`src/rtl/pipe_pkg.sv`:
```
// Shared pipeline definitions: opcodes, funct codes, ALU operations and the
// layout of the ID/EX control bundle, used by decode, hazard logic and EX.
package pipe_pkg;

    localparam logic [5:0] OP_RTYPE = 6'h00;
    localparam logic [5:0] OP_BEQ   = 6'h04;
    localparam logic [5:0] OP_ADDI  = 6'h08;
    localparam logic [5:0] OP_ANDI  = 6'h0C;
    localparam logic [5:0] OP_ORI   = 6'h0D;
    localparam logic [5:0] OP_LW    = 6'h23;
    localparam logic [5:0] OP_SW    = 6'h2B;

    localparam logic [5:0] FN_ADD = 6'h20;
    localparam logic [5:0] FN_SUB = 6'h22;
    localparam logic [5:0] FN_AND = 6'h24;
    localparam logic [5:0] FN_OR  = 6'h25;
    localparam logic [5:0] FN_SLT = 6'h2A;

    typedef enum logic [2:0] {
        ALU_ADD = 3'd0,
        ALU_SUB = 3'd1,
        ALU_AND = 3'd2,
        ALU_OR  = 3'd3,
        ALU_SLT = 3'd4
    } alu_op_e;

    // Bit positions inside the flat 9-bit ex_ctrl bus seen by EX.
    localparam int CTRL_ILLEGAL   = 8;
    localparam int CTRL_BRANCH    = 7;
    localparam int CTRL_MEMWRITE  = 6;
    localparam int CTRL_MEMREAD   = 5;
    localparam int CTRL_REGWRITE  = 4;
    localparam int CTRL_ALUSRC    = 3;
    localparam int CTRL_ALUOP_MSB = 2;
    localparam int CTRL_ALUOP_LSB = 0;
    localparam int CTRL_W         = 9;

    typedef struct packed {
        logic    illegal;
        logic    branch;
        logic    mem_write;
        logic    mem_read;
        logic    reg_write;
        logic    alu_src;
        alu_op_e alu_op;
    } ctrl_t;

    // Register-file read with same-cycle WB bypass; $zero always reads 0.
    function automatic logic [31:0] sel_operand(
        input logic [4:0]  rreg,
        input logic [31:0] rdata,
        input logic        wb_we,
        input logic [4:0]  wb_wra,
        input logic [31:0] wb_wrd
    );
        logic [31:0] val;
        if (rreg == 5'd0) begin
            val = 32'd0;
        end else if (wb_we && (wb_wra == rreg)) begin
            val = wb_wrd;
        end else begin
            val = rdata;
        end
        return val;
    endfunction

endpackage

```
`src/rtl/id_ex_stage_if.sv`:
```
// Bundle of IF/ID inputs, WB write-back, register-file read and ID/EX outputs.
interface id_ex_stage_if;
    import pipe_pkg::*;

    logic        in_valid;
    logic [31:0] in_instr;
    logic [31:0] in_pc4;
    logic        flush;
    logic [31:0] rd1;
    logic [31:0] rd2;
    logic        wb_RegWrite;
    logic [4:0]  wb_wra;
    logic [31:0] wb_wrd;

    logic [4:0]  rreg1;
    logic [4:0]  rreg2;
    logic        stall;
    logic        ex_valid;
    logic [31:0] ex_pc4;
    logic [31:0] ex_a;
    logic [31:0] ex_b;
    logic [31:0] ex_imm;
    logic [4:0]  ex_rs;
    logic [4:0]  ex_rt;
    logic [4:0]  ex_wra;
    logic [CTRL_W-1:0] ex_ctrl;

    modport master (
        output in_valid, in_instr, in_pc4, flush, rd1, rd2,
               wb_RegWrite, wb_wra, wb_wrd,
        input  rreg1, rreg2, stall, ex_valid, ex_pc4, ex_a, ex_b,
               ex_imm, ex_rs, ex_rt, ex_wra, ex_ctrl
    );

    modport slave (
        input  in_valid, in_instr, in_pc4, flush, rd1, rd2,
               wb_RegWrite, wb_wra, wb_wrd,
        output rreg1, rreg2, stall, ex_valid, ex_pc4, ex_a, ex_b,
               ex_imm, ex_rs, ex_rt, ex_wra, ex_ctrl
    );

endinterface

```
`src/rtl/id_ex_stage_decode.sv`:
```
// Combinational instruction decode: control bundle, destination register,
// extended immediate and whether rt is a real source operand.
module id_decode
    import pipe_pkg::*;
(
    input  logic [31:0] instr,
    output ctrl_t       ctrl,
    output logic [4:0]  wra,
    output logic [31:0] imm,
    output logic        uses_rt
);

    logic [5:0] opcode;
    logic [5:0] funct;
    logic [4:0] rt;
    logic [4:0] rd;
    logic       illegal;

    assign opcode = instr[31:26];
    assign funct  = instr[5:0];
    assign rt     = instr[20:16];
    assign rd     = instr[15:11];

    always_comb begin
        ctrl    = '0;
        wra     = 5'd0;
        imm     = {{16{instr[15]}}, instr[15:0]};
        uses_rt = 1'b0;
        illegal = 1'b0;

        case (opcode)
            OP_RTYPE: begin
                uses_rt        = 1'b1;
                wra            = rd;
                ctrl.reg_write = 1'b1;
                case (funct)
                    FN_ADD:  ctrl.alu_op = ALU_ADD;
                    FN_SUB:  ctrl.alu_op = ALU_SUB;
                    FN_AND:  ctrl.alu_op = ALU_AND;
                    FN_OR:   ctrl.alu_op = ALU_OR;
                    FN_SLT:  ctrl.alu_op = ALU_SLT;
                    default: illegal     = 1'b1;
                endcase
            end
            OP_ADDI: begin
                ctrl.alu_op    = ALU_ADD;
                ctrl.alu_src   = 1'b1;
                ctrl.reg_write = 1'b1;
                wra            = rt;
            end
            OP_ANDI, OP_ORI: begin
                ctrl.alu_op    = (opcode == OP_ANDI) ? ALU_AND : ALU_OR;
                ctrl.alu_src   = 1'b1;
                ctrl.reg_write = 1'b1;
                wra            = rt;
                imm            = {16'd0, instr[15:0]};
            end
            OP_LW: begin
                ctrl.alu_op    = ALU_ADD;
                ctrl.alu_src   = 1'b1;
                ctrl.mem_read  = 1'b1;
                ctrl.reg_write = 1'b1;
                wra            = rt;
            end
            OP_SW: begin
                ctrl.alu_op    = ALU_ADD;
                ctrl.alu_src   = 1'b1;
                ctrl.mem_write = 1'b1;
                uses_rt        = 1'b1;
            end
            OP_BEQ: begin
                ctrl.alu_op = ALU_SUB;
                ctrl.branch = 1'b1;
                uses_rt     = 1'b1;
            end
            default: illegal = 1'b1;
        endcase

        // Illegal instructions travel down the pipe as a marked no-op.
        if (illegal) begin
            ctrl         = '0;
            ctrl.illegal = 1'b1;
            wra          = 5'd0;
        end

        if (wra == 5'd0) begin
            ctrl.reg_write = 1'b0;
        end
    end

endmodule

```
`src/rtl/id_ex_stage.sv`:
```
// ID stage with load-use hazard detection, WB bypass and the ID/EX register.
module id_ex_stage
    import pipe_pkg::*;
(
    input logic           clk,
    input logic           nrst,
    id_ex_stage_if.slave  bus
);

    ctrl_t       dec_ctrl;
    logic [4:0]  dec_wra;
    logic [31:0] dec_imm;
    logic        dec_uses_rt;

    logic [4:0]  rs;
    logic [4:0]  rt;
    logic        hz;

    logic        ex_valid_q, ex_valid_d;
    logic [31:0] ex_pc4_q,   ex_pc4_d;
    logic [31:0] ex_a_q,     ex_a_d;
    logic [31:0] ex_b_q,     ex_b_d;
    logic [31:0] ex_imm_q,   ex_imm_d;
    logic [4:0]  ex_rs_q,    ex_rs_d;
    logic [4:0]  ex_rt_q,    ex_rt_d;
    logic [4:0]  ex_wra_q,   ex_wra_d;
    ctrl_t       ex_ctrl_q,  ex_ctrl_d;

    id_decode u_decode (
        .instr   (bus.in_instr),
        .ctrl    (dec_ctrl),
        .wra     (dec_wra),
        .imm     (dec_imm),
        .uses_rt (dec_uses_rt)
    );

    assign rs = bus.in_instr[25:21];
    assign rt = bus.in_instr[20:16];

    // A load in EX whose target is read by the ID instruction needs one bubble.
    assign hz = bus.in_valid && ex_valid_q && ex_ctrl_q.mem_read &&
                (ex_wra_q != 5'd0) &&
                ((ex_wra_q == rs) || ((ex_wra_q == rt) && dec_uses_rt));

    always_comb begin
        ex_valid_d = 1'b0;
        ex_pc4_d   = 32'd0;
        ex_a_d     = 32'd0;
        ex_b_d     = 32'd0;
        ex_imm_d   = 32'd0;
        ex_rs_d    = 5'd0;
        ex_rt_d    = 5'd0;
        ex_wra_d   = 5'd0;
        ex_ctrl_d  = '0;

        if (!bus.flush && !hz && bus.in_valid) begin
            ex_valid_d = 1'b1;
            ex_pc4_d   = bus.in_pc4;
            ex_a_d     = sel_operand(rs, bus.rd1, bus.wb_RegWrite, bus.wb_wra, bus.wb_wrd);
            ex_b_d     = sel_operand(rt, bus.rd2, bus.wb_RegWrite, bus.wb_wra, bus.wb_wrd);
            ex_imm_d   = dec_imm;
            ex_rs_d    = rs;
            ex_rt_d    = rt;
            ex_wra_d   = dec_wra;
            ex_ctrl_d  = dec_ctrl;
        end
    end

    always_ff @(posedge clk or negedge nrst) begin
        if (!nrst) begin
            ex_valid_q <= 1'b0;
            ex_pc4_q   <= 32'd0;
            ex_a_q     <= 32'd0;
            ex_b_q     <= 32'd0;
            ex_imm_q   <= 32'd0;
            ex_rs_q    <= 5'd0;
            ex_rt_q    <= 5'd0;
            ex_wra_q   <= 5'd0;
            ex_ctrl_q  <= '0;
        end else begin
            ex_valid_q <= ex_valid_d;
            ex_pc4_q   <= ex_pc4_d;
            ex_a_q     <= ex_a_d;
            ex_b_q     <= ex_b_d;
            ex_imm_q   <= ex_imm_d;
            ex_rs_q    <= ex_rs_d;
            ex_rt_q    <= ex_rt_d;
            ex_wra_q   <= ex_wra_d;
            ex_ctrl_q  <= ex_ctrl_d;
        end
    end

    assign bus.rreg1    = rs;
    assign bus.rreg2    = rt;
    assign bus.stall    = hz && !bus.flush;
    assign bus.ex_valid = ex_valid_q;
    assign bus.ex_pc4   = ex_pc4_q;
    assign bus.ex_a     = ex_a_q;
    assign bus.ex_b     = ex_b_q;
    assign bus.ex_imm   = ex_imm_q;
    assign bus.ex_rs    = ex_rs_q;
    assign bus.ex_rt    = ex_rt_q;
    assign bus.ex_wra   = ex_wra_q;
    assign bus.ex_ctrl  = ex_ctrl_q;

endmodule

```
`src/flat_wrapper.sv`:
```
// flat-port wrapper written by rule: the top's interface ports become plain ports
module id_ex_stage_flat import pipe_pkg::*;
  (clk, nrst, bus_in_valid, bus_in_instr, bus_in_pc4, bus_flush, bus_rd1, bus_rd2, bus_wb_RegWrite, bus_wb_wra, bus_wb_wrd, bus_rreg1, bus_rreg2, bus_stall, bus_ex_valid, bus_ex_pc4, bus_ex_a, bus_ex_b, bus_ex_imm, bus_ex_rs, bus_ex_rt, bus_ex_wra, bus_ex_ctrl);
  id_ex_stage_if bus_i ();
  input logic clk;
  input logic nrst;
  input wire logic [$bits(bus_i.in_valid)-1:0] bus_in_valid;
  input wire logic [$bits(bus_i.in_instr)-1:0] bus_in_instr;
  input wire logic [$bits(bus_i.in_pc4)-1:0] bus_in_pc4;
  input wire logic [$bits(bus_i.flush)-1:0] bus_flush;
  input wire logic [$bits(bus_i.rd1)-1:0] bus_rd1;
  input wire logic [$bits(bus_i.rd2)-1:0] bus_rd2;
  input wire logic [$bits(bus_i.wb_RegWrite)-1:0] bus_wb_RegWrite;
  input wire logic [$bits(bus_i.wb_wra)-1:0] bus_wb_wra;
  input wire logic [$bits(bus_i.wb_wrd)-1:0] bus_wb_wrd;
  output wire logic [$bits(bus_i.rreg1)-1:0] bus_rreg1;
  output wire logic [$bits(bus_i.rreg2)-1:0] bus_rreg2;
  output wire logic [$bits(bus_i.stall)-1:0] bus_stall;
  output wire logic [$bits(bus_i.ex_valid)-1:0] bus_ex_valid;
  output wire logic [$bits(bus_i.ex_pc4)-1:0] bus_ex_pc4;
  output wire logic [$bits(bus_i.ex_a)-1:0] bus_ex_a;
  output wire logic [$bits(bus_i.ex_b)-1:0] bus_ex_b;
  output wire logic [$bits(bus_i.ex_imm)-1:0] bus_ex_imm;
  output wire logic [$bits(bus_i.ex_rs)-1:0] bus_ex_rs;
  output wire logic [$bits(bus_i.ex_rt)-1:0] bus_ex_rt;
  output wire logic [$bits(bus_i.ex_wra)-1:0] bus_ex_wra;
  output wire logic [$bits(bus_i.ex_ctrl)-1:0] bus_ex_ctrl;
  assign bus_i.in_valid = bus_in_valid;
  assign bus_i.in_instr = bus_in_instr;
  assign bus_i.in_pc4 = bus_in_pc4;
  assign bus_i.flush = bus_flush;
  assign bus_i.rd1 = bus_rd1;
  assign bus_i.rd2 = bus_rd2;
  assign bus_i.wb_RegWrite = bus_wb_RegWrite;
  assign bus_i.wb_wra = bus_wb_wra;
  assign bus_i.wb_wrd = bus_wb_wrd;
  assign bus_rreg1 = bus_i.rreg1;
  assign bus_rreg2 = bus_i.rreg2;
  assign bus_stall = bus_i.stall;
  assign bus_ex_valid = bus_i.ex_valid;
  assign bus_ex_pc4 = bus_i.ex_pc4;
  assign bus_ex_a = bus_i.ex_a;
  assign bus_ex_b = bus_i.ex_b;
  assign bus_ex_imm = bus_i.ex_imm;
  assign bus_ex_rs = bus_i.ex_rs;
  assign bus_ex_rt = bus_i.ex_rt;
  assign bus_ex_wra = bus_i.ex_wra;
  assign bus_ex_ctrl = bus_i.ex_ctrl;
  id_ex_stage u_core (.clk(clk), .nrst(nrst), .bus(bus_i));
endmodule
```
`config.mk`:
```
export PLATFORM = sky130hd
export DESIGN_NAME = id_ex_stage_flat
export DESIGN_NICKNAME = d
export VERILOG_FILES = /design/src/rtl/pipe_pkg.sv /design/src/rtl/id_ex_stage_if.sv /design/src/rtl/id_ex_stage_decode.sv /design/src/rtl/id_ex_stage.sv /design/src/flat_wrapper.sv
export SDC_FILE = /design/constraint.sdc
export NUM_CORES = 1
export LEC_CHECK = 0
export BUFFER_PORTS_ARGS = -buffer_cell sky130_fd_sc_hd__buf_2
export CAP_MARGIN = 20
export CORE_AREA = 2 2 130 132
export CTS_CLUSTER_DIAMETER = 100
export DETAILED_ROUTE_END_ITERATION = 10
export DIE_AREA = 0 0 132 134
export PLACE_DENSITY = 0.67
export SLEW_MARGIN = 30
export SYNTH_ARGS = -nofsm -noshare
export SYNTH_HDL_FRONTEND = slang
export SYNTH_SLANG_ARGS = --single-unit
```
`constraint.sdc`:
```
create_clock -name clk -period 2.5 [get_ports clk]
set_input_delay 0.75 -clock clk [delete_from_list [all_inputs] [get_ports clk]]
set_output_delay 0.75 -clock clk [all_outputs]
set_load 0.01 [all_outputs]
```
After elaboration in Yosys (flattened, before gate mapping)
Cells that the tools add are included.

Eq/ne operators: 15. Muxes and demuxes: 29. Reductions and logical operators: 25.

Operators with widths (count): $mux 32 (9); $eq 6x6->1 const B (7); $eq 5x5->1 (4); $mux 5 (4); $eq 6x4->1 const B (3); $mux 9 (2); $logic_not 5->1 (3); $reduce_or 5->1 (3); $pmux 3 s4 (1); $logic_and 1x1->1 (10); $mux 1 (10); $pmux 5 s2 (1); $pmux 3 s3 (1); $eq 6x3->1 const B (1); $logic_not 6->1 (1); $reduce_or 6->1 (1); $reduce_bool 5->1 (1); $reduce_or 4->1 (1); $reduce_or 3->1 (1); $logic_not 1->1 (2); $pmux 1 s2 (1); $reduce_or 2->1 (1); $logic_or 1x1->1 (1).

Register bits after elaboration: 153. Input bits: 170. Output and inout port bits: 164. Logic and storage cells: 84.

Longest topological paths before layout
Depth after elaboration: 10. Mapped depth: 8. Gate-level depth less buffers: 6.

By module
From an unflattened synthesis, not the netlist that was laid out.

Cells, all modules: 539. Area total of the unflattened synthesis: 6847.8 um2.

Modules (own cells, without submodules): id_ex_stage (times used 1, cells each 447, area each 6217.2 um2, seq. area each 3828.7 um2); id_decode (times used 1, cells each 92, area each 630.6 um2, seq. area each 0.0 um2).

Worst setup path before layout
Ideal clock, no wire load.

Path type: input-to-output. Start: input bus_in_instr[29]. End: output bus_stall. Data arrival time: 1655 ps. Required time: 1750 ps. Path slack: 95 ps. Cell stages on the path: 5. Path buffers: 1. Path through: clkbuf_1 > nor4_1 > a21oi_1 > nand4b_4 > a21oi_1.

Cells in the longest elaborated chain, start to end: 7. Elaborated cells between the ends (all ways): 9. Classes of those cells: eq/ne: 2; mux: 1; reduce/logical: 6.

RTL lines: start, declared (line flat_wrapper.sv:8) `input wire logic [$bits(bus_i.in_instr)-1:0] bus_in_instr;`; $eq 6x3->1, or another cell as far along (line id_ex_stage_decode.sv:31) `case (opcode)`; $reduce_or 3->1 (no source line) (*); $mux 1 (*) (line id_ex_stage_decode.sv:31); $logic_and 1x1->1 (*) (line id_ex_stage.sv:43) `((ex_wra_q == rs) || ((ex_wra_q == rt) && dec_uses_rt));`; $logic_or 1x1->1 (*) (line id_ex_stage.sv:43); $logic_and 1x1->1 (*) (line id_ex_stage.sv:42) `(ex_wra_q != 5'd0) &&`; $logic_and 1x1->1 (*) (line id_ex_stage.sv:95) `assign bus.stall = hz && !bus.flush;`; end, declared (line flat_wrapper.sv:18) `output wire logic [$bits(bus_i.stall)-1:0] bus_stall;`.

Every way passes the cells marked *; elsewhere a longest branch is shown, timed or not.

Worst setup path after layout
Start: input bus_in_instr[17]. End: output bus_stall.

Cells in the longest elaborated chain, start to end: 5.

RTL lines (line): $eq 5x5->1 (id_ex_stage.sv:43); $logic_and 1x1->1 (id_ex_stage.sv:43); $logic_or 1x1->1 (id_ex_stage.sv:43); $logic_and 1x1->1 (id_ex_stage.sv:42); $logic_and 1x1->1 (id_ex_stage.sv:95).

Every way passes these cells.

==> impl_metrics.csv <==
group,metric,value,unit
layout,mostFrequentLayoutCells,"buf_2, dfrtp_1, nor2_1",
synth,synthDistinctLibCells,38,
clock_tree,cts_hold_buf,0,
setup_path,critPathKind,"input port to primary output",
synth,ys_warn_count,0,
drt,routed_wl,16740,um
synth,synth.cell_area,5687,um^2
timing,worst_slack,-0.06107,ns
floorplanning,start_util,34.91,%
layout,fin_util,51.22,%
min_path,hold_path.class,"input port to asynchronous set/reset pin",
setup_path,r2r-start,"u_core.bus.ex_wra[2]",
drt,drt_iter0_markers,183,
power_and_ir_drop,p_sw,0.001341,W
grt,antenna_found_initial,0,
clock_tree,htree_levels,4,
timing,clock_skew,0.008779,ns
status,status,"finished with violations",
placement,place_ws,-0.07287,ns
layout,fin_cells,1034,
setup_path,cp_slowest_stage_delay,0.34,ns
setup_path,worstPathArrival,1.81,ns
floorplanning,pin_count,334,
timing,finalWorstPathRequiredPeriod,2.561,ns
grt,grt_overflow,0,
drt,routedWlPerCell,16.19,um
layout,fin_nets,971,
clock_tree,clk_latency,0.42,ns
placement,dp_hpwl,12650,um
drt,via_per_inst,4.503,
power_and_ir_drop,p_leak,4.522,nW
drt,postRouteAntennaNets,0,
timing,hold_viol,0,
synth,synth_area_leaders,"dfrtp_1, mux2i_1, and2_1",
synth,ys_seq_area_share,60.73,%
power_and_ir_drop,power_density,688.4,nW/um^2
drt,vias,4656,
setup_path,critPathCaptureType,"primary output",
floorplanning,rows,47,
timing,slew_headroom,68.21,%
clock_tree,cts_buffer_depth,2,
synth,yosys.area_share.adder,0,%
power_and_ir_drop,total_power,0.005743,W
synth,synth_edf_count,0,
drt,drcViolationCount,0,
synth,synth-simple-area-share,16.46,%
placement,dp_cells,999,
grt,grt_pass1_vias,4732,
synth,synth_area_per_cell,12.13,um^2
power_and_ir_drop,p_seq_share,40.7,%
power_and_ir_drop,p_int,0.004403,W
grt,grt_pass1_wl,25560,um
layout,drive_gt1_share,50.37,%
synth,syn_nets,639,
setup_path,path_delay_family,"simple AND/OR/NAND/NOR gates",
setup_path,crit_path_max_fanout,2,
timing,fin_hold_ws,0.2938,ns
placement,numPortBuffers,333,
drt,firstDrtPassIters,7,
timing,rsz0062_at_grt,"yes",
clock_tree,cts_made_buffers,17,
synth,netlist.area_leader.share,60.73,%
status,violations,"setup timing",
synth,muxShareOfSynthArea,11.27,%
setup_path,crit_start,"bus_in_instr[17]",
timing,max_freq,390.5,MHz
setup_path,start_kind,"input port",
layout,area_delta_synth_final,46.71,%
setup_path,crit_chain,"buf_6, xor2_2, nor4_4, nand4b_4, a21oi_2, buf_2",
floorplanning,die_h,134,um
job,max_cap_viol_count,0,
floorplanning,die-area,17690,um^2
power_and_ir_drop,clkPwrFrac,48.8,%
floorplanning,fp.dieW,132,um
setup_path,worstPathRequired,1.75,ns
timing,setup_violations,1,
synth,synth_seq_cells,138,
timing,slew_viol_final,0,
clock_tree,clk_pin_slew_worst_paths,0.06,ns
power_and_ir_drop,combinationalPowerShare,10.6,%
synth,syn_inst,469,
clock_tree,cts_tree,"yes",
synth,synth_largest_area_cell,"dfrtp_1",
synth,async_flop_share,100.0,%
power_and_ir_drop,netSwitchingFraction,23.34,%
synth,synth_compound_area_share,2.662,%
placement,gp_congestion,0.7983,
synth,ys.flop_type,"dfrtp_1",
setup_path,crit_slowest_cell,"nor4_4",
layout,num_antenna_cells,0,
timing,finalCritPeriodShare,102.4,%
timing,worst_pin_slew,0.4769,ns
grt,grt_max_degree,87,
clock_tree,cts.sinks,138,
layout,layout_commonest_cell,"buf_2",
floorplanning,core,16290,um^2
clock_tree,clock-root-buffer,"clkbuf_16",
grt,grt_use_total,19.02,%
synth,synth_top_family_by_area,"simple AND/OR/NAND/NOR gates",
setup_path,cp_num_buf_inv,2,
power_and_ir_drop,peakVddDrop,0.0004018,V
synth,synthXorXnorAreaFrac,3.080,%
[registers in the layout, indices dropped and copies added, names as in the netlist]
register             count
u_core.bus.ex_ctrl       9
u_core.bus.ex_pc4       32
u_core.bus.ex_a         32
u_core.bus.ex_valid      1
u_core.bus.ex_imm       17
u_core.bus.ex_rt         5
u_core.bus.ex_b         32
u_core.bus.ex_rs         5
u_core.bus.ex_wra        5
[cells by family (layout without fill, tap and decap cells)]
family | count (synthesis) | in the layout
simple gates | 172 | 172
flops | 138 | 138
mux | 64 | 64
buf+inv | 52 | 397
compound gates | 23 | 23
xor+xnor | 20 | 20
[stage by stage]
stage          area [um^2]  setup TNS (ns)
2_1_floorplan         5687               0
3_3_place_gp          7610        -0.06487
3_5_place_dp          7610        -0.07287
4_1_cts               8322        -0.03436
5_1_grt               8343         -0.1084
6_report              8343        -0.06107
[layer usage]
layer	up-vias	routed length (um)	track usage, %
li1	2189	-	-
met1	2221	6531	21.78
met2	231	8538	33.04
met3	15	1436	6.916
met4	0	232	6.401
met5	-	0	0
[what timing repair did]
item,in CTS,in global routing
setup buffers,2,1
resized for setup,8,3
hold endpoints to repair,0,0
endpoints found under the setup margin,1,1
pin swaps,4,2
[power by group through the flow]
stage	clock network [W]	logic [W]	registers, W
after global placement	0	0.000604	0.00237
after global routing	0.00298	0.000669	0.00234
after CTS	0.00285	0.000616	0.00234
after detailed placement	0	0.000609	0.00238
final	0.00280	0.000607	0.00234
after floorplan	0	0.000201	0.00242
[Yosys cell counts, types with 2 or more instances]
cell and number:
dfrtp_1 138, nor2_1 73, mux2i_1 64, and2_1 58
buf_4 31, xor2_1 18, buf_2 15, nor3_1 8
a21oi_1 7, and3_1 6, a22oi_1 5, nand3_1 5
inv_1 3, nor2b_1 3, nor4_1 3, o21ai_0 3
or4_1 3, clkbuf_1 2, nand2_1 2, nand2b_1 2
o21a_1 2, xnor2_1 2
[path summary, 6_finish.rpt]
path / to / slack [ns] / cells after the start
setup reg to reg: u_core.bus.ex_rs[4] / 0.64 / 9
setup / recovery: bus_stall / -0.06 / 6
hold / removal: u_core.bus.ex_imm[1] / 0.29 / 2
hold reg to reg: u_core.bus.ex_ctrl[4] / 1.11 / 6
max in group asynchronous: u_core.bus.ex_b[20] / 1.76 / 2
min in group clk: u_core.bus.ex_pc4[21] / 0.53 / 2
[worst reg2reg max path, cell delays in order, from the launching register on]
cell,delay [ns]
dfrtp_2,0.41
buf_4,0.15
xor2_1,0.15
nor3_1,0.20
nand3_1,0.14
buf_4,0.17
nand3_2,0.12
inv_2,0.09
buf_4,0.17
and2_1,0.16
[area by class of cell]
class                           count  area (um^2)
Sequential cell                   138         3457
Fill cell                        1538         7946
Clock inverter                     13        215.2
Timing Repair Buffer              361         1989
Tap cell                          220        275.3
Multi-Input combinational cell    279         1948
Inverter                            4        15.01
Clock buffer                       19        442.9
(Power assumes the default switching activity.)
